## src/rtl/parking_sensor_emulator.sv

```systemverilog
// parking_sensor_emulator: drives the two-beam (a,b) gate sensor
// through one car entering or exiting, with per-phase dwell and back-out.
//
// Ports:
//   clk, reset_n          clock, async active-low reset
//   enter_req, exit_req   level requests for one enter / exit sequence
//   abort                 level; backs out the sequence while in P1..P3
//   dwell_cycles [DW]     cycles per phase, latched on accept, 0 -> 1
//   a, b                  registered beam outputs, 1 = blocked
//   busy                  sequence in progress
//   ack, done, aborted    single-cycle event pulses
//   enter_count, exit_count [CNT_W]  completed sequences, wrapping
module parking_sensor_emulator #(
  parameter int DW    = 8,
  parameter int CNT_W = 16
) (
  input  logic             clk,
  input  logic             reset_n,
  input  logic             enter_req,
  input  logic             exit_req,
  input  logic             abort,
  input  logic [DW-1:0]    dwell_cycles,
  output logic             a,
  output logic             b,
  output logic             busy,
  output logic             ack,
  output logic             done,
  output logic             aborted,
  output logic [CNT_W-1:0] enter_count,
  output logic [CNT_W-1:0] exit_count
);

  typedef enum logic [2:0] {
    IDLE,
    P1,
    P2,
    P3,
    GAP,
    BK2,
    BK1,
    BKGAP
  } state_t;

  state_t        state;
  state_t        nxt;
  logic [DW-1:0] cnt;
  logic [DW-1:0] last;
  logic          dir;
  logic          dir_n;
  logic          accept;
  logic          expire;
  logic [1:0]    ph;
  logic          a_n;
  logic          b_n;
  logic          busy_n;
  logic          done_n;
  logic          abt_n;

  // enter wins when both requests are high
  assign accept = (state == IDLE)
                & (enter_req | exit_req);
  assign dir_n  = accept ? ~enter_req : dir;

  // last is D-1, so a phase lasts cnt = 0 .. D-1
  assign expire = (cnt == last);

  // state register, dwell counter and latched request
  always_ff @(posedge clk or negedge reset_n) begin
    if (!reset_n) begin
      state <= IDLE;
      cnt   <= '0;
      last  <= '0;
      dir   <= 1'b0;
    end else begin
      state <= nxt;
      dir   <= dir_n;
      if (accept) begin
        if (dwell_cycles == '0)
          last <= '0;
        else
          last <= dwell_cycles - 1'b1;
      end
      if (nxt != state || nxt == IDLE)
        cnt <= '0;
      else
        cnt <= cnt + 1'b1;
    end
  end

  // next state; abort beats dwell expiry
  always_comb begin
    nxt = state;
    unique case (state)
      IDLE: begin
        if (accept)
          nxt = P1;
      end
      P1: begin
        if (abort)
          nxt = BKGAP;
        else if (expire)
          nxt = P2;
      end
      P2: begin
        if (abort)
          nxt = BK1;
        else if (expire)
          nxt = P3;
      end
      P3: begin
        if (abort)
          nxt = BK2;
        else if (expire)
          nxt = GAP;
      end
      GAP: begin
        if (expire)
          nxt = IDLE;
      end
      BK2: begin
        if (expire)
          nxt = BK1;
      end
      BK1: begin
        if (expire)
          nxt = BKGAP;
      end
      BKGAP: begin
        if (expire)
          nxt = IDLE;
      end
      default: nxt = IDLE;
    endcase
  end

  // next outputs; phases are for enter and
  // swapped (a<->b) for exit
  always_comb begin
    ph = 2'b00;
    unique case (nxt)
      P1, BK1: ph = 2'b10;
      P2, BK2: ph = 2'b11;
      P3:      ph = 2'b01;
      default: ph = 2'b00;
    endcase
    if (dir_n) begin
      a_n = ph[0];
      b_n = ph[1];
    end else begin
      a_n = ph[1];
      b_n = ph[0];
    end
    busy_n = (nxt != IDLE);
    done_n = (state == GAP) & expire;
    abt_n  = (state == BKGAP) & expire;
  end

  // registered outputs and counters
  always_ff @(posedge clk or negedge reset_n) begin
    if (!reset_n) begin
      a           <= 1'b0;
      b           <= 1'b0;
      busy        <= 1'b0;
      ack         <= 1'b0;
      done        <= 1'b0;
      aborted     <= 1'b0;
      enter_count <= '0;
      exit_count  <= '0;
    end else begin
      a       <= a_n;
      b       <= b_n;
      busy    <= busy_n;
      ack     <= accept;
      done    <= done_n;
      aborted <= abt_n;
      if (done_n && !dir)
        enter_count <= enter_count + 1'b1;
      if (done_n && dir)
        exit_count <= exit_count + 1'b1;
    end
  end

endmodule

```

## config.mk

```make
export PLATFORM = sky130hd
export DESIGN_NAME = parking_sensor_emulator
export DESIGN_NICKNAME = d
export VERILOG_FILES = /design/src/rtl/parking_sensor_emulator.sv
export SDC_FILE = /design/constraint.sdc
export NUM_CORES = 1
export LEC_CHECK = 0
export CAP_MARGIN = 20
export CORE_ASPECT_RATIO = 0.6
export CORE_MARGIN = 3
export CORE_UTILIZATION = 30
export CTS_BUF_LIST = sky130_fd_sc_hd__clkbuf_8
export DETAILED_ROUTE_END_ITERATION = 10
export HOLD_SLACK_MARGIN = 0.06
export SKIP_CTS_REPAIR_TIMING = 1
export SLEW_MARGIN = 10
export SYNTH_ARGS = -nofsm -noshare
export SYNTH_HDL_FRONTEND = slang
export SYNTH_SLANG_ARGS = --single-unit
export TNS_END_PERCENT = 5
```

## constraint.sdc

```tcl
create_clock -name clk -period 3.8 [get_ports clk]
set_input_delay 0.76 -clock clk [delete_from_list [all_inputs] [get_ports clk]]
set_output_delay 0.76 -clock clk [all_outputs]
set_load 0.02 [all_outputs]
```

-- Word-level counts from Yosys, hierarchy flattened
Index checks and enable logic that the tools add are counted.
- output and inout bits: 38
- logic and storage cells: 63
- register bits after elaboration: 58
- reductions and logical operators: 11
- muxes and demuxes: 17
- add/sub/neg operators: 4
- bitwise gates (word level): 5
- equality and inequality tests: 14
- operator list (kind ; number):
    16-bit by 1-bit adder with 16-bit output, second input constant ; 2
    3-bit 2-to-1 mux ; 10
    3-bit one-hot mux with 7 select lines ; 1
    3-bit == test, second input constant ; 6
    8-bit 2-to-1 mux ; 2
    3-bit by 2-bit == test with 1-bit output, second input constant ; 4
    8-bit by 1-bit adder with 8-bit output, second input constant ; 1
    8-bit == test ; 1
    8-bit logical NOT ; 1
    8-bit by 1-bit subtractor with 8-bit output, second input constant ; 1
    3-bit by 1-bit == test with 1-bit output, second input constant ; 2
    3-bit logical NOT ; 2
    2-bit one-hot mux with 3 select lines ; 1
    2-bit OR reduction ; 3
    1-bit AND ; 3
    1-bit 2-to-1 mux ; 3
    3-bit != test ; 1
    3-bit nonzero test ; 1
    1-bit logical AND ; 2
    1-bit logical NOT ; 1
    1-bit logical OR ; 1
    1-bit NOT ; 1
    1-bit bitwise OR ; 1

-- Longest topological paths before layout
- word-level depth: 8
- mapped depth: 7

-- Worst setup path before layout
No wires, ideal clock.
- path kind: input to register
- start point: input dwell_cycles[0]
- end point: register last[2]
- cell stages on the path: 6
- arrival time: 1.946 ns
- buffers on the path: 0
- slack: 1.713 ns
- cells stage by stage: inv_1 ha_1 nor3b_1 nand3b_1 o21ai_0 o21ai_0
- word-level cells in the longest chain between the ends: 2
- ends and longest elaborated chain (item ; line ; source):
    start, declared ; 22 ; input logic [DW-1:0] dwell_cycles,
    8-bit by 1-bit subtractor with 8-bit output / 8-bit logical NOT (equally long branches) ; 81, 78 ;
    8-bit 2-to-1 mux (*) ; 78 ; if (dwell_cycles == '0)
    end signal, assigned ; 81 ; last <= dwell_cycles - 1'b1;
    end, declared ; 47 ; logic [DW-1:0] last;
Mark *: on every way between the ends. The rest lies on a longest branch, timed or not.
A chain may end at the register's enable or synchronous reset.

-- Worst setup path after layout
- start point: input dwell_cycles[0]
- end point: register last[5]
The elaborated chain is that of the path after synthesis.

==> flow_metrics.py <==
metrics = {
    "timing": {
        "rsz0062_at_grt": "no",
        "fin_worst_skew_ns": 0.00883,
        "setup_tns_ns": 0,
        "finalSetupViolations": 0,
        "slew_headroom_pct": 37.2,
        "hold_viol_final": 0,
        "max_freq_mhz": 400,
        "slew_violations": 0,
        "tightest_slew_ns": 0.933,
        "post-route-period-util_pct": 65.8,
        "layout_min_cycle_time_ns": 2.50,
    },
    "worst_setup_path": {
        "critical_path_class": "input pin to flop",
        "cp_cell_sequence": "clkdlybuf4s50_1 > inv_1 > ha_1 > nor3b_1 > nand3b_1 > o21ai_0 > o21ai_0",
        "rr_endpoint": "enter_count[5]$_DFFE_PN0P_",
        "critPathLaunchType": "input pin",
        "slowest_stage": "nor3b_1",
        "worstReg2RegStart": "state[0]$_DFF_PN0_",
        "crit_buf_inv": 2,
        "crit_fanout": 6,
        "arrival_ns": 2.70,
        "critical-path-max-stage-delay_ns": 0.50,
        "reg2regPathDepth": 5,
        "crit_top_cell": "o21ai_0",
        "path_delay_family": "simple AND/OR/NAND/NOR gates",
        "worstPathRequired_ns": 4.00,
        "crit_path_end_kind": "flop",
        "r2r_setup_slack_ns": 1.43,
    },
    "yosys": {
        "yosysTopAreaCellShare_pct": 51.0,
        "yosysSeqAreaShare_pct": 51.0,
        "synth_fp_nets": 298,
        "ys.flop_type": "dfrtp_1",
        "yosysTopAreaCell": "dfrtp_1",
        "synth-edff-count": 0,
        "ys_seq_elements": 58,
        "syn_inst": 281,
        "synthTopCellsByArea": "dfrtp_1 51%, xnor2_1 8.6%, xor2_1 6.8%",
        "async_flop_share_pct": 100,
        "synth.avg_cell_area_um2": 10.1,
        "netlist-cell-type-count": 38,
        "yosys_warnings": 0,
        "yosysMostFrequentCell": "dfrtp_1",
        "yosys-top-cells-count": "58 x dfrtp_1, 28 x nor2_1, 28 x xnor2_1, 22 x xor2_1, 21 x nand2_1",
        "syn-cell-area_mm2": 0.00285,
    },
    "route": {
        "drt_iter0_drc": 128,
        "finalWirelength_mm": 6.61,
        "first_pass_iters": 4,
        "route.detailed.drc": 0,
        "viasPerCell": 4.65,
        "ant_nets": 0,
        "wl_per_cell_um": 14.2,
        "vias": 2169,
    },
    "layout": {
        "drive_gt1_share_pct": 7.06,
        "final_util_pct": 41.8,
        "nets": 352,
        "antenna_cells": 0,
        "areaGrowthSynthToFinish_pct": 29.9,
    },
    "placed_design": {
        "gp_congestion": 0.805,
        "portBuffers": 50,
        "dp_hpwl_mm": 4.84,
    },
    "pwr": {
        "vdd_drop_max_v": 0.000212,
        "p_leak_nw": 1.56,
        "p_per_area_mw_per_mm2": 583,
    },
    "die": {
        "initial_core_util_pct": 32.2,
        "dieWidth_um": 132,
        "ioPinCount": 51,
        "core_area_mm2": 0.00885,
        "die_h_um": 81.5,
        "dieArea_mm2": 0.0107,
        "row_count": 26,
    },
    "grt": {
        "antenna_found_initial": 0,
        "grt_pass1_vias": 2254,
        "grt_util_all_layers_pct": 13.7,
        "grt_pass1_wl_mm": 11.5,
        "grt_max_degree": 33,
        "overflow": 0,
    },
    "clock_tree": {
        "clkSlewWorstSetupHoldPaths_ns": 0.07,
        "cts_max_path_buffers": 2,
        "worstSkewPairLatency_ns": 0.35,
        "tritoncts": "built",
        "cts_root_buf": "clkbuf_8",
        "clock-sinks": 58,
        "cts_inserted_buffers": 9,
        "cts_htree_levels": 3,
    },
    "min_path": {
        "hold_path.class": "input pin to asynchronous set/reset pin",
    },
    "job": {
        "cap_violations": 0,
    },
    "status": {
        "status": "complete, no violations",
    },
}
cells by family (layout without fill, tap and decap cells):
logic type               after synthesis  count (layout)  share of synthesized area, %
buffers and inverters                 22              81                          3.43
adder cells (fa/ha/maj)                4               4                          1.76
AND/OR/NAND/NOR                      116             116                          21.3
AO/OA/AOI/OAI                         28              28                          6.02
flip-flops                            58              58                          51.0
XOR/XNOR                              50              50                          15.4
multiplexers                           3               3                          1.14
flip-flops by register name, summed over array words and instances (netlist names), 3 cells and up:
register     cells
cnt              8
enter_count     16
exit_count      16
last             8
state            3
through the flow:
stage          power (mW)  std cells  area, µm²  worst slack, ns  hold WS (ns)
2_1_floorplan        1.29        281       2850             1.71         0.464
3_3_place_gp         1.47        450       3470             1.02         0.460
3_5_place_dp         1.49        450       3470            0.956         0.465
4_1_cts              2.18        466       3700             1.33         0.475
5_1_grt              2.32        466       3700             1.05         0.500
6_report             2.16        466       3700             1.30         0.468
layout by cell type (no fill, tap or decap), drive strengths merged, types with 4 or more instances in the layout:
cell           netlist  final
dfrtp               58     58
clkdlybuf4s50        0     49
xnor2               28     28
nor2                28     28
xor2                22     22
nand2               21     21
o21ai               16     16
nand3               15     15
inv                 13     14
nor3                12     12
clkbuf               7      9
nand4                8      8
nor4                 8      8
nand2b               4      4
ha                   4      4
power breakdown:
part / internal [mW] / total [mW] / leakage [nW] / switching, mW
clock network: 0.429 / 0.679 / 0.124 / 0.250
registers: 0.744 / 0.916 / 0.765 / 0.172
logic: 0.268 / 0.561 / 0.672 / 0.293
total: 1.44 / 2.16 / 1.56 / 0.715
area by class of cell:
class	count	area (µm²)
multi-input combinational	201	1300
clock buffer	9	124
inverter	13	48.8
tap	126	158
sequential	58	1450
timing repair buffer	52	510
fill	894	5150
clock inverter	7	109
worst reg2reg max path, cell delays in order (launching register included):
cell and delay [ns]:
dfrtp_1 0.53, nor2_1 0.33, nand4_1 0.20, or3_4 0.50, or4_1 0.55, xnor2_1 0.14
how the worst max path moves through the flow:
stage / start / endpoint / cells past startpoint / slack (ns)
after floorplan: dwell_cycles[0] / last[2]$_DFFE_PN0P_ / 6 / 1.71
after global placement: dwell_cycles[0] / last[4]$_DFFE_PN0P_ / 7 / 1.02
after detailed placement: dwell_cycles[0] / last[5]$_DFFE_PN0P_ / 7 / 0.96
after CTS: dwell_cycles[0] / last[5]$_DFFE_PN0P_ / 7 / 1.33
after global routing: dwell_cycles[0] / last[2]$_DFFE_PN0P_ / 7 / 1.05
final: dwell_cycles[0] / last[5]$_DFFE_PN0P_ / 7 / 1.30
metal layers:
metal  up-vias  wire length (µm)  share of wire, %  track usage (%)
met3         9               380               5.8             5.20
met5         -                 0                 0                0
met4         0               114               1.7             5.97
met1      1035              3510                53             19.7
li1       1071                 -                 -                -
met2        54              2600                39             18.2
(Power assumes the default switching activity.)
